--- src/rtl/mem_pkg.sv ---
// -----------------------------------------------------------------------------
// mem_pkg
// Shared types, constants and helpers for the data-memory access path.
//   ldst_e        : load/store opcode carried on req_ldst / mem_ldst (3 bits)
//   mau_state_e   : mem_access_unit FSM states
//   MMIO_BASE     : start of the switch/LED window. It needs no special path
//                   and is kept here for address-map reference.
//   is_store      : opcode is sb/sh/sw
//   is_misaligned : half access on an odd address, or word access not on a
//                   4-byte boundary
//   align_lo      : forces address bits [1:0] to the natural alignment of the op
//   store_lanes   : replicates store data across the byte lanes of the word
// Optional feature macro used by the unit: MISALIGN_TRAP_EN.
// -----------------------------------------------------------------------------
package mem_pkg;

  typedef enum logic [2:0] {
    LB  = 3'd0,
    LH  = 3'd1,
    LW  = 3'd2,
    LBU = 3'd3,
    LHU = 3'd4,
    SB  = 3'd5,
    SH  = 3'd6,
    SW  = 3'd7
  } ldst_e;

  typedef enum logic [1:0] {
    IDLE  = 2'd0,
    ISSUE = 2'd1,
    WAIT  = 2'd2,
    RESP  = 2'd3
  } mau_state_e;

  localparam logic [31:0] MMIO_BASE = 32'hFFFF_FF00;

  function automatic logic is_store(input ldst_e op);
    return (op == SB) || (op == SH) || (op == SW);
  endfunction

  function automatic logic is_misaligned(input ldst_e op, input logic [1:0] lo);
    case (op)
      LH, LHU, SH: return lo[0];
      LW, SW:      return (lo != 2'b00);
      default:     return 1'b0;
    endcase
  endfunction

  function automatic logic [1:0] align_lo(input ldst_e op, input logic [1:0] lo);
    case (op)
      LH, LHU, SH: return {lo[1], 1'b0};
      LW, SW:      return 2'b00;
      default:     return lo;
    endcase
  endfunction

  // The memory picks the active lane(s) from addr; replicating the data means
  // whichever lane it selects already holds the right bytes.
  function automatic logic [31:0] store_lanes(input ldst_e op, input logic [31:0] wdata);
    case (op)
      SB:      return {4{wdata[7:0]}};
      SH:      return {2{wdata[15:0]}};
      default: return wdata;
    endcase
  endfunction

endpackage

--- src/rtl/load_extend.sv ---
// -----------------------------------------------------------------------------
// load_extend
// Combinational load data formatter. Picks the addressed byte/half out of the
// raw aligned memory word and sign- or zero-extends it to 32 bits.
// Ports:
//   i_word    in  32  raw aligned word from memory
//   i_ldst    in  3   opcode (ldst_e encoding)
//   i_addr_lo in  2   byte address bits [1:0]
//   o_data    out 32  extended load data; 0 for store opcodes
// -----------------------------------------------------------------------------
module load_extend
  import mem_pkg::*;
(
  input  logic [31:0] i_word,
  input  logic [2:0]  i_ldst,
  input  logic [1:0]  i_addr_lo,
  output logic [31:0] o_data
);

  logic [7:0]  w_byte;
  logic [15:0] w_half;

  always_comb begin
    case (i_addr_lo)
      2'd0:    w_byte = i_word[7:0];
      2'd1:    w_byte = i_word[15:8];
      2'd2:    w_byte = i_word[23:16];
      default: w_byte = i_word[31:24];
    endcase
    w_half = i_addr_lo[1] ? i_word[31:16] : i_word[15:0];
  end

  always_comb begin
    case (ldst_e'(i_ldst))
      LB:      o_data = {{24{w_byte[7]}}, w_byte};
      LH:      o_data = {{16{w_half[15]}}, w_half};
      LW:      o_data = i_word;
      LBU:     o_data = {24'd0, w_byte};
      LHU:     o_data = {16'd0, w_half};
      default: o_data = 32'd0;
    endcase
  end

endmodule

--- src/rtl/mem_access_unit.sv ---
// -----------------------------------------------------------------------------
// mem_access_unit
// CPU-side initiator for the data-memory port b. Accepts one load/store from
// the MEM stage, drives the memory for one cycle, waits out READ_LAT and
// returns the extended load data with a one-cycle resp_valid pulse.
// MMIO addresses (MMIO_BASE and up) go through the same path unchanged.
// Parameters:
//   READ_LAT  memory cycles from address to valid mem_rdata (1..3)
//   AW        address width (>= 2)
// Ports:
//   clk, rst_n                clock, asynchronous active-low reset
//   req_valid/req_ready       request handshake
//   req_ldst/addr/wdata       request opcode, byte address, LSB-justified data
//   resp_valid/resp_rdata     completion pulse and extended load data
//   resp_err                  misaligned access flag (MISALIGN_TRAP_EN only)
//   mem_ldst/addr/wdata/we    memory port b controls
//   mem_rdata                 raw aligned word from memory
// Optional feature: define MISALIGN_TRAP_EN to trap misaligned half/word
// accesses with resp_err instead of silently aligning the address.
// -----------------------------------------------------------------------------
module mem_access_unit
  import mem_pkg::*;
#(
  parameter int READ_LAT = 1,
  parameter int AW       = 32
) (
  input  logic          clk,
  input  logic          rst_n,
  input  logic          req_valid,
  output logic          req_ready,
  input  logic [2:0]    req_ldst,
  input  logic [AW-1:0] req_addr,
  input  logic [31:0]   req_wdata,
  output logic          resp_valid,
  output logic [31:0]   resp_rdata,
`ifdef MISALIGN_TRAP_EN
  output logic          resp_err,
`endif
  output logic [2:0]    mem_ldst,
  output logic [AW-1:0] mem_addr,
  output logic [31:0]   mem_wdata,
  output logic          mem_we,
  input  logic [31:0]   mem_rdata
);

  // WAIT lasts READ_LAT-1 cycles; the counter is loaded with READ_LAT-2 and
  // the last WAIT cycle is the one that sees zero.
  localparam logic [1:0] WAIT_INIT = (READ_LAT > 1) ? 2'(READ_LAT - 2) : 2'd0;

  mau_state_e    r_state;
  logic [1:0]    r_cnt;
  logic          r_req_ready;
  logic          r_resp_valid;
  logic [31:0]   r_resp_rdata;
  logic [2:0]    r_mem_ldst;
  logic [AW-1:0] r_mem_addr;
  logic [31:0]   r_mem_wdata;
  logic          r_mem_we;
`ifdef MISALIGN_TRAP_EN
  logic          r_resp_err;
  logic          w_misaligned;
`endif

  logic          w_accept;
  ldst_e         w_op;
  logic [AW-1:0] w_addr_aligned;
  logic [31:0]   w_ext;

  assign w_accept       = req_valid && r_req_ready;
  assign w_op           = ldst_e'(req_ldst);
  assign w_addr_aligned = {req_addr[AW-1:2], align_lo(w_op, req_addr[1:0])};
`ifdef MISALIGN_TRAP_EN
  assign w_misaligned   = is_misaligned(w_op, req_addr[1:0]);
`endif

  // The latched mem_* registers double as the request latches, so extraction
  // works from the op and address the memory actually saw.
  load_extend u_load_extend (
    .i_word    (mem_rdata),
    .i_ldst    (r_mem_ldst),
    .i_addr_lo (r_mem_addr[1:0]),
    .o_data    (w_ext)
  );

  always_ff @(posedge clk or negedge rst_n) begin
    if (!rst_n) begin
      r_state      <= IDLE;
      r_cnt        <= 2'd0;
      r_req_ready  <= 1'b1;
      r_resp_valid <= 1'b0;
      r_resp_rdata <= 32'd0;
      r_mem_ldst   <= 3'd0;
      r_mem_addr   <= '0;
      r_mem_wdata  <= 32'd0;
      r_mem_we     <= 1'b0;
`ifdef MISALIGN_TRAP_EN
      r_resp_err   <= 1'b0;
`endif
    end else begin
      case (r_state)
        IDLE: begin
          if (w_accept) begin
            r_req_ready <= 1'b0;
`ifdef MISALIGN_TRAP_EN
            // Trapped accesses never touch the memory port.
            if (w_misaligned) begin
              r_state      <= RESP;
              r_resp_valid <= 1'b1;
              r_resp_err   <= 1'b1;
              r_resp_rdata <= 32'd0;
            end else
`endif
            begin
              r_state     <= ISSUE;
              r_mem_ldst  <= req_ldst;
              r_mem_addr  <= w_addr_aligned;
              r_mem_wdata <= store_lanes(w_op, req_wdata);
              r_mem_we    <= is_store(w_op);
            end
          end
        end
        ISSUE: begin
          r_mem_we <= 1'b0;
          r_cnt    <= WAIT_INIT;
          if (is_store(ldst_e'(r_mem_ldst))) begin
            r_state      <= RESP;
            r_resp_valid <= 1'b1;
            r_resp_rdata <= 32'd0;
          end else if (READ_LAT == 1) begin
            r_state      <= RESP;
            r_resp_valid <= 1'b1;
            r_resp_rdata <= w_ext;
          end else begin
            r_state <= WAIT;
          end
        end
        WAIT: begin
          if (r_cnt == 2'd0) begin
            r_state      <= RESP;
            r_resp_valid <= 1'b1;
            r_resp_rdata <= w_ext;
          end else begin
            r_cnt <= r_cnt - 2'd1;
          end
        end
        RESP: begin
          r_state      <= IDLE;
          r_resp_valid <= 1'b0;
          r_req_ready  <= 1'b1;
`ifdef MISALIGN_TRAP_EN
          r_resp_err   <= 1'b0;
`endif
        end
        default: r_state <= IDLE;
      endcase
    end
  end

  assign req_ready  = r_req_ready;
  assign resp_valid = r_resp_valid;
  assign resp_rdata = r_resp_rdata;
  assign mem_ldst   = r_mem_ldst;
  assign mem_addr   = r_mem_addr;
  assign mem_wdata  = r_mem_wdata;
  assign mem_we     = r_mem_we;
`ifdef MISALIGN_TRAP_EN
  assign resp_err   = r_resp_err;
`endif

endmodule

--- config.mk ---
export PLATFORM = sky130hd
export DESIGN_NAME = mem_access_unit
export DESIGN_NICKNAME = d
export VERILOG_FILES = /design/src/rtl/mem_pkg.sv /design/src/rtl/load_extend.sv /design/src/rtl/mem_access_unit.sv
export SDC_FILE = /design/constraint.sdc
export NUM_CORES = 1
export LEC_CHECK = 0
export BUFFER_PORTS_ARGS = -buffer_cell sky130_fd_sc_hd__buf_2
export CORE_ASPECT_RATIO = 0.75
export CORE_MARGIN = 3
export CORE_UTILIZATION = 35
export DETAILED_ROUTE_END_ITERATION = 8
export PLACE_DENSITY = 0.61
export SKIP_LAST_GASP = 1
export SYNTH_ARGS = -nofsm -noshare
export SYNTH_HDL_FRONTEND = slang
export SYNTH_SLANG_ARGS = --single-unit
--- constraint.sdc ---
create_clock -name clk -period 2 [get_ports clk]
set_input_delay 0.6 -clock clk [delete_from_list [all_inputs] [get_ports clk]]
set_output_delay 0.6 -clock clk [all_outputs]
set_load 0.005 [all_outputs]
==> run summary, run 1 <==
* 522 MHz — f_max
* buf_2 — leading cell type in the layout, fill and taps excluded
* 1.71% — synthesized-area fraction occupied by adder cells
* 58.6% — worst slew margin relative to its limit
* 1340 — final-layout fill cell count
* 51.7% — fraction of the yosys area taken by sequential cells
* 0 — Routed Antenna Nets
* 111 um — y dimension of the die
* 0.44 ns — CP max stage delay
* 17 — worst-path fanout max
* 4815 — total number of vias
* 860 — number of nets in the final layout
* 5130 um2 — post-synthesis cell area
* 25.8 mm — global-route wire length before repair
* finished clean — outcome
* register to register — critical setup path kind
* 9.43 um2 — per-instance average area after synthesis
* dfrtp_1 — CP max-delay cell
* 15.8 mm — post-detailed-routing wire length
* 146 um — chip width
* 0.00734 ns — worst clock skew on the final layout
* 9 — Inserted Clock Buffers
* 37 — number of cell rows
* 4881 — via count of the first global-routing pass
* 544 — gate count of the mapped netlist
* 3 — H-tree levels
* -0.126 ns — setup slack at placement
* 106 — Sink Count
* 0 — cts hold-fix bufs
* 16200 um2 — die area
* 0 — YS warnings
* dfrtp_1 — top_reg_cell synth
* 19.5% — global router's overall resource usage
* 0 — final setup fails
* inv_1 -> ha_2 -> mux2i_4 -> or3_1 -> a221oi_2 -> buf_6 -> a221o_1 — sequence of cells on the critical path
* 653 — Post-Syn Nets
* 0.35 ns — clock latency at the later pin of the worst-skew pair
* 95.8% — post-route fraction of the period consumed by the critical path
* 204 — top-level port count
* 0.617 ns — Worst Max-Slew Pin Slew
* 16.6 um — post-detailed-route wirelength per cell
* 0 — DRC Markers
* 0.07 ns — clock transition at the register clock pins on the worst setup and hold paths after CTS
* 36.1% — share of post-route cells with drive strength above 1
* 34.0% — P&R area growth vs syn
* 0.0843 ns — minimum setup slack in the final design
* 203 — Buffers on Ports
* 0 — number of maximum-capacitance constraint violations
* 2.29 ns — required time at the worst-slack endpoint
* 1 — antenna violations before repair
* 202 x buf_2, 189 x nand2_1, 105 x dfrtp_1 — leading cell types in the layout, fill and taps excluded
* 14.4% — complex-gate fraction of the synthesized area
* register — CP Launch Type
* 0.177 ns — WHS
* primary input to async pin — path category of the worst min-delay check
* 1.92 ns — time the final worst path needs with I/O delays and setup
* clkbuf_16 — buffer type at the clock tree root
* 11.6 mm — detailed placer's ending HPWL
* 42 — Unique masters post-synth
* yes — clock tree from TritonCTS
* 0 — max-slew violation count
* 0 — final hold viol count
* 7.22% — mux cell area share after synthesis
* register — Crit. End Element
* 0 — GR Overflow Total
* 5.06 — number of vias per cell
* 84 — pin count of the biggest net entering global routing
* simple AND/OR/NAND/NOR gates — largest family of logic cells by synthesized area
* 100% — ys async rst share
* 0.879 — final estimated routing congestion in global placement
* 19.7% — Synth Area in Simple Gates
* 0.555 mV — worst-case vdd ir drop
* 0.853% — xor and xnor area share after synthesis
* 2 — Max clock buf depth
* 1430 nW/um2 — PD cells
* 0.00369 uW — leak pwr
* 350 — DRT iter0 DRCs
* 0 — EDFF count, synth
* 36.6% — initial core utilization
* 5 — number of optimization iterations in the first detailed-route pass
* 14000 um2 — Std-Cell Core Area
* 2.20 ns — Crit path arrival time
* true — RSZ-0062 raised after global routing
* 106 — flip-flop and latch count after synthesis
flip-flops by register name, indices dropped and copies added, names as in the netlist:
| register | cells |
|---|---|
| r_cnt | 2 |
| mem_wdata | 32 |
| req_ready | 1 |
| mem_ldst | 3 |
| mem_addr | 32 |
| r_state | 2 |
| resp_valid | 1 |
| resp_rdata | 32 |
| mem_we | 1 |
final timing paths:
kind                                                from                    endpoint  slack (ns)  depth (start not counted)
worst min register to register  mem_addr[20]$_DFFE_PN0P_    mem_addr[20]$_DFFE_PN0P_        0.48                          2
worst max register to register    r_state[1]$_DFFE_PN0P_  resp_rdata[28]$_DFFE_PN0P_        0.08                          7
worst min-delay path                               rst_n  resp_rdata[11]$_DFFE_PN0P_        0.18                          1
max in group asynchronous                          rst_n     mem_addr[5]$_DFFE_PN0P_        1.23                          2
worst max-delay path              r_state[1]$_DFFE_PN0P_  resp_rdata[28]$_DFFE_PN0P_        0.08                          7
min in group clk                            req_addr[20]    mem_addr[20]$_DFFE_PN0P_        0.43                          3
cells by family after synthesis:
logic type,count (synthesis)
xor+xnor,5
fa+ha+maj,7
mux,27
simple gates,239
buf+inv,54
flops,106
compound gates,106
timing repair:
action,4_1_cts,5_1_grt
pin swaps,0,1
buffers inserted,0,2
setup endpoints to repair,8,32
gates resized for setup,1,8
per-stage QoR:
stage | total power, uW | setup TNS [ns] | area (um2) | std cells | utilization, %
after floorplan | 5970 | 0 | 5130 | 544 | -
after global placement | 7810 | -0.407 | 6520 | 933 | 46.5
after detailed placement | 7950 | -0.945 | 6520 | 933 | 46.5
after CTS | 9790 | 0 | 6820 | 949 | 48.6
after global routing | 10600 | -0.0713 | 6880 | 952 | 49.0
final | 9820 | 0 | 6880 | 952 | 49.0
worst max-delay path: cells and delay by family (launching register included):
family	cells	cell delay (ns)
and+or+nand+nor	1	0.38
buffers and inverters	2	0.34
adders and majority gates	1	0.21
DFF	1	0.44
muxes	1	0.11
AOI/OAI and AO/OA	2	0.36
final cells by class:
type	count	area (um2)	share of cell area, %
Sequential cell	106	2650	38.6
Multi-Input combinational cell	384	2300	33.4
Timing Repair Buffer	236	1330	19.3
Clock buffer	11	253	3.67
Tap cell	195	244	3.55
Inverter	14	52.6	0.764
Clock inverter	5	46.3	0.673
Antenna cell	1	2.50	0.0364
power breakdown:
| part | total, uW | switching [uW] | internal [uW] |
|---|---|---|---|
| combinational | 4360 | 2260 | 2100 |
| sequential | 3670 | 571 | 3100 |
| clock | 1790 | 855 | 935 |
synthesized netlist by cell type, drive strengths merged, types with 8 or more instances:
cell type / number / share of area (%)
a21oi: 14 / 1.4
a221o: 17 / 3.3
a222oi: 8 / 1.6
a311oi: 8 / 1.4
buf: 13 / 1.4
clkbuf: 27 / 2.0
dfrtp: 105 / 51
inv: 14 / 1.0
mux2i: 19 / 3.7
mux4: 8 / 3.5
nand2: 189 / 14
nand3: 9 / 0.88
nor2: 17 / 1.2
nor2b: 10 / 1.2
o21ai: 45 / 4.4
layer usage:
metal / global-route usage (%) / wire length [um] / share of wire (%) / up-vias
li1: - / - / - / 2286
met3: 5.97 / 1340 / 8.5 / 21
met1: 26.1 / 6840 / 43 / 2317
met5: 0 / 0 / 0 / -
met4: 5.76 / 250 / 1.6 / 0
met2: 30.7 / 7360 / 47 / 191
No activity file was read; power rests on OpenSTA's default activity.
==> inputs of run 2 (changes only) <==
Settings changed: RECOVER_POWER set to 50.
==> run summary, run 2 (same netlist as run 1, synthesis figures left out) <==
* 26.1% — met1 GRT Util, unchanged
* 1.92 ns — time the final worst path needs with I/O delays and setup, +0.00343 ns
* 146 um — chip width, unchanged
* 11.6 mm — detailed placer's ending HPWL, unchanged
* 0.869 ns — Worst Max-Slew Pin Slew, +0.252 ns
* clkbuf_16 — buffer type at the clock tree root
* register — CP Launch Type
* 30.7% — GR met2 Demand/Resource, unchanged
* yes — clock tree from TritonCTS
* 0 — DRC Markers, unchanged
* dfrtp_1 — CP max-delay cell
* 192 x buf_2, 189 x nand2_1, 105 x dfrtp_1 — leading cell types in the layout, fill and taps excluded
* 19.5% — global router's overall resource usage, unchanged
* 111 um — y dimension of the die, unchanged
* register to register — critical setup path kind
* 0.00364 uW — leak pwr, -1.4%
* 389 — DRT iter0 DRCs, +11%
* 1430 nW/um2 — PD cells, +0.25%
* 1 — antenna violations before repair, unchanged
* 34.5% — share of post-route cells with drive strength above 1, -1.6 points
* register — Crit. End Element
* 3 — H-tree levels, unchanged
* 2 — Crit path buffers/inverters, unchanged
* 0.0809 ns — minimum setup slack in the final design, -0.00343 ns
* 2 — Max clock buf depth, unchanged
* 6520 um2 — total placed instance area, unchanged
* 2300 um2 — area taken by multi-input logic gates, unchanged
* 0.550 mV — worst-case vdd ir drop, -0.82%
* 5.97% — routing usage on met3, unchanged
* 16200 um2 — die area, unchanged
* 9 — Inserted Clock Buffers, unchanged
* -0.126 ns — setup slack at placement, unchanged
* 106 — Sink Count, unchanged
* 0 — Routed Antenna Nets, unchanged
* 4816 — total number of vias, +0.021%
* 204 — top-level port count, unchanged
* 1351 — final-layout fill cell count, +0.82%
* met2 — Top Usage Layer GRT
* 4881 — via count of the first global-routing pass, unchanged
* 25.8 mm — global-route wire length before repair, unchanged
* 0 — final hold viol count, unchanged
* 0.44 ns — CP max stage delay, about the same
* 0 — GR Overflow Total, unchanged
* 0.879 — final estimated routing congestion in global placement, unchanged
* 2.29 ns — required time at the worst-slack endpoint, about the same
* buf_2 — leading cell type in the layout, fill and taps excluded
* 6830 um2 — Design Area, Final, -0.69%
* 42.0% — worst slew margin relative to its limit, -17 points
* 860 — number of nets in the final layout, unchanged
* 0.07 ns — clock transition at the register clock pins on the worst setup and hold paths after CTS, about the same
* 0.35 ns — clock latency at the later pin of the worst-skew pair, about the same
* 17 — worst-path fanout max, unchanged
* 0 — max-slew violation count, unchanged
* 2650 um2 — sequential cell area in the final layout, unchanged
* 0 — cts hold-fix bufs, unchanged
* 36.6% — initial core utilization, unchanged
* 521 MHz — f_max, -0.18%
* 203 — Buffers on Ports, unchanged
* 5.06 — number of vias per cell, about the same
* 84 — pin count of the biggest net entering global routing, unchanged
* finished clean — outcome
* inv_1 -> ha_2 -> mux2i_4 -> or3_1 -> a221oi_2 -> buf_6 -> a221o_1 — sequence of cells on the critical path
* 15.8 mm — post-detailed-routing wire length, about the same
* 16.6 um — post-detailed-route wirelength per cell, about the same
* 5 — number of optimization iterations in the first detailed-route pass, unchanged
* 33.1% — P&R area growth vs syn
* 14000 um2 — Std-Cell Core Area, unchanged
* 37 — number of cell rows, unchanged
* 0 — number of maximum-capacitance constraint violations, unchanged
* 0 — final setup fails, unchanged
* primary input to async pin — path category of the worst min-delay check
* 0.00683 ns — worst clock skew on the final layout, -0.000513 ns
* 9770 uW — Power, Total, -0.44%
* flip-flops — Largest delay share family, worst path
* 96.0% — post-route fraction of the period consumed by the critical path, +0.17 points
* true — RSZ-0062 raised after global routing
* 2.21 ns — Crit path arrival time, about the same
==> run 2: cell count changes in the layout (fill, tap and decap cells not counted) <==
cell / previous run / this run
buf_2: 202 / 192
clkbuf_1: 0 / 12
buf_4: 28 / 26
buf_12: 4 / 2
clkbuf_2: 0 / 1
clkbuf_4: 0 / 1
==> run 2: layer usage <==
layer / part of all wire (%) / routed length (um) / up-vias
met5: 0 / 0 / -
li1: - / - / 2287
met1: 43 / 6850 / 2320
met2: 47 / 7410 / 190
met4: 1.5 / 234 / 0
met3: 8.1 / 1280 / 19
==> run 2: path summary, 6_finish.rpt <==
kind | slack (ns) | from | end | cells after the start
min | 0.29 | rst_n | resp_rdata[11]$_DFFE_PN0P_ | 1
max | 0.08 | r_state[1]$_DFFE_PN0P_ | resp_rdata[28]$_DFFE_PN0P_ | 7
max in group asynchronous | 0.39 | rst_n | r_state[0]$_DFFE_PN0P_ | 2
max reg2reg | 0.08 | r_state[1]$_DFFE_PN0P_ | resp_rdata[28]$_DFFE_PN0P_ | 7
min reg2reg | 0.48 | mem_addr[20]$_DFFE_PN0P_ | mem_addr[20]$_DFFE_PN0P_ | 2
min in group clk | 0.43 | req_addr[20] | mem_addr[20]$_DFFE_PN0P_ | 3
==> run 2: cell type report <==
class | instances | share of cell area [%]
clock inverters | 5 | 0.678
inverters | 14 | 0.769
diodes | 1 | 0.0366
clock buffers | 11 | 3.70
repair buffers | 236 | 18.7
multi-input cells | 384 | 33.7
flip-flops and latches | 106 | 38.9
well taps | 195 | 3.57
==> run 2: metrics by stage <==
step                      hold slack (ns)  utilization [%]  cells  setup TNS, ns
after global routing                0.357             48.7    952        -0.0713
after CTS                           0.182             48.6    949              0
after global placement              0.453             46.5    933         -0.407
after detailed placement            0.461             46.5    933         -0.945
final                               0.286             48.7    952              0
after floorplan                     0.304                -    544              0
==> run 2: worst reg2reg max path, delay by kind of cell, from the launching register on <==
family / cells / cell delay, ns
AOI/OAI and AO/OA: 2 / 0.37
adders and majority gates: 1 / 0.21
buffers and inverters: 2 / 0.34
DFF: 1 / 0.44
muxes: 1 / 0.11
and+or+nand+nor: 1 / 0.39
==> run 2: repair_timing <==
action	in CTS	in global routing
setup endpoints to repair	8	32
setup buffers	0	2
gates resized for setup	1	8
pin swaps	0	1
hold endpoints to repair	0	0
==> run 2: report_power, final <==
group	total, uW	internal (uW)	switching, uW
Combinational	4310	2060	2250
Clock	1790	935	855
Sequential	3670	3100	575
Total	9770	6090	3680
==> inputs of run 3 (changes only) <==
Settings changed: REMOVE_ABC_BUFFERS set to 1.
==> run summary, run 3 (same netlist as run 1, synthesis figures left out) <==
* finished clean — outcome
* 203 — Buffers on Ports, unchanged
* 2 — Crit path buffers/inverters, unchanged
* 7 — cell depth of the worst flop-to-flop path, unchanged
* 0 ns — setup_tns, unchanged
* 32.9% — share of post-route cells with drive strength above 1, -1.6 points
* r_state[1]$_DFFE_PN0P_ — Worst setup startpoint
* 32.6% — P&R area growth vs syn
* 97.4% — post-route fraction of the period consumed by the critical path, +1.4 points
* 111 um — y dimension of the die, unchanged
* 0.05 ns — worst reg-to-reg setup slack, -0.03 ns
* 106 — Sink Count, unchanged
* 855 — number of nets in the final layout, -0.58%
* 3 — antenna violations before repair, +2
* 0 — Antenna diodes, -1
* -0.175 ns — setup slack at placement, -0.0488 ns
* inv_1 -> ha_2 -> mux2i_4 -> or3_4 -> a221oi_4 -> buf_6 -> a221o_1 — sequence of cells on the critical path
* 946 — final standard cell count with taps included and fillers excluded, -0.63%
* 19.0% — global router's overall resource usage, -0.51 points
* 3 — H-tree levels, unchanged
* 513 MHz — f_max, -1.5%
* 146 um — chip width, unchanged
* 0 — Routed Antenna Nets, unchanged
* 4791 — total number of vias, -0.52%
* dfrtp_1 — CP max-delay cell
* 11.7% — worst slew margin relative to its limit, -30 points
* 0.00359 uW — leak pwr, -1.4%
* 24.9 mm — global-route wire length before repair, -3.5%
* 7 — stages on the worst setup path, unchanged
* 5 — number of optimization iterations in the first detailed-route pass, unchanged
* 0 — final setup fails, unchanged
* 1420 nW/um2 — PD cells, -0.58%
* 0 — number of maximum-capacitance constraint violations, unchanged
* 0.592 mV — worst-case vdd ir drop, +7.7%
* 0.784 — final estimated routing congestion in global placement, -11%
* register — CP Launch Type
* 36.6% — initial core utilization, unchanged
* resp_rdata[29]$_DFFE_PN0P_ — Crit Reg-Reg Endpoint
* 1.32 ns — Worst Max-Slew Pin Slew, +0.455 ns
* 0.0219 ns — WHS, -0.264 ns
* 0.36 ns — clock latency at the later pin of the worst-skew pair, about the same
* 11.2 mm — detailed placer's ending HPWL, -4.0%
* flip-flops — Largest delay share family, worst path
* r_state[1]$_DFFE_PN0P_ — critical register-to-register path startpoint
* 409 — DRT iter0 DRCs, +5.1%
* 0.43 ns — CP max stage delay, about the same
* 0 — final hold viol count, unchanged
* 37 — number of cell rows, unchanged
* 5.06 — number of vias per cell, +0.11%
* 2.24 ns — Crit path arrival time, +0.03 ns
* 16200 um2 — die area, unchanged
* 189 x nand2_1, 182 x buf_2, 105 x dfrtp_1 — leading cell types in the layout, fill and taps excluded
* 2.29 ns — required time at the worst-slack endpoint, about the same
* 16.4 um — post-detailed-route wirelength per cell, -1.2%
* 9680 uW — Power, Total, -0.95%
* 0 — post-CTS setup buffer count, unchanged
* 0 — DRC Markers, unchanged
* 0 — max-slew violation count, unchanged
* 0.0111 ns — worst clock skew on the final layout, +0.00429 ns
* 0.0520 ns — minimum setup slack in the final design, -0.0289 ns
* 9 — Inserted Clock Buffers, unchanged
* register — Crit. End Element
* register to register — critical setup path kind
* 204 — top-level port count, unchanged
* 8 — worst-path fanout max, -9
* 2 — Max clock buf depth, unchanged
* primary input to async pin — path category of the worst min-delay check
* nand2_1 — leading cell type in the layout, fill and taps excluded
* 14000 um2 — Std-Cell Core Area, unchanged
* 4789 — via count of the first global-routing pass, -1.9%
* clkbuf_16 — buffer type at the clock tree root
* 0 — GR Overflow Total, unchanged
* 0.07 ns — clock transition at the register clock pins on the worst setup and hold paths after CTS, about the same
* 84 — pin count of the biggest net entering global routing, unchanged
* 929 — number of placed cells counting well taps, -0.43%
* 1.95 ns — time the final worst path needs with I/O delays and setup, +0.0289 ns
* 15.5 mm — post-detailed-routing wire length, -1.9%
* yes — clock tree from TritonCTS
* resp_rdata[29]$_DFFE_PN0P_ — Worst Setup EP
[run 3: cell types whose count changed in the layout (fill, tap and decap cells not counted), moves of 2 or more]
cell / previous run / this run
clkbuf_1: 12 / 22
clkinv_4: 3 / 0
clkbuf_8: 2 / 0
buf_6: 1 / 3
buf_12: 2 / 5
buf_4: 26 / 17
buf_2: 192 / 182
[run 3: metal layers]
metal / share of wire [%] / track usage [%] / routed length, um / vias up
met5: 0.14 / 0 / 22 / -
met4: 1.5 / 6.26 / 239 / 6
met3: 11 / 7.72 / 1630 / 22
met2: 45 / 29.8 / 7000 / 235
met1: 43 / 24.0 / 6590 / 2252
li1: - / - / - / 2276
[run 3: worst min path at each step]
stage | start | cells after the start | end
after floorplan | rst_n | 0 | mem_addr[0]$_DFFE_PN0P_
after global placement | rst_n | 1 | resp_valid$_DFFE_PN0P_
after detailed placement | rst_n | 1 | resp_valid$_DFFE_PN0P_
after CTS | rst_n | 1 | resp_valid$_DFFE_PN0P_
after global routing | rst_n | 1 | resp_valid$_DFFE_PN0P_
final | rst_n | 1 | resp_valid$_DFFE_PN0P_
[run 3: layout make-up]
type	count	area, um2
Inverter	14	52.6
Sequential cell	106	2650
Clock inverter	7	68.8
Timing Repair Buffer	231	1260
Fill cell	1371	7220
Clock buffer	9	225
Tap cell	195	244
Multi-Input combinational cell	384	2300
[run 3: what timing repair did]
action / 4_1_cts / 5_1_grt
hold buffers: 0 / 0
setup endpoints to repair: 8 / 25
cloned: 0 / 1
gates resized for setup: 1 / 10
pin swaps: 0 / 1
[run 3: where the power goes]
part	switching, uW	total, uW	leakage (uW)	internal, uW
Clock	898	1780	0.000143	882
Sequential	621	3710	0.00134	3090
Combinational	2180	4190	0.00210	2010
Total	3700	9680	0.00359	5990
[run 3: through the flow]
step | util (%) | cell area (um2)
6_report | 48.5 | 6810
5_1_grt | 48.5 | 6810
4_1_cts | 48.7 | 6830
3_5_place_dp | 46.5 | 6530
3_3_place_gp | 46.5 | 6530
2_1_floorplan | - | 4950
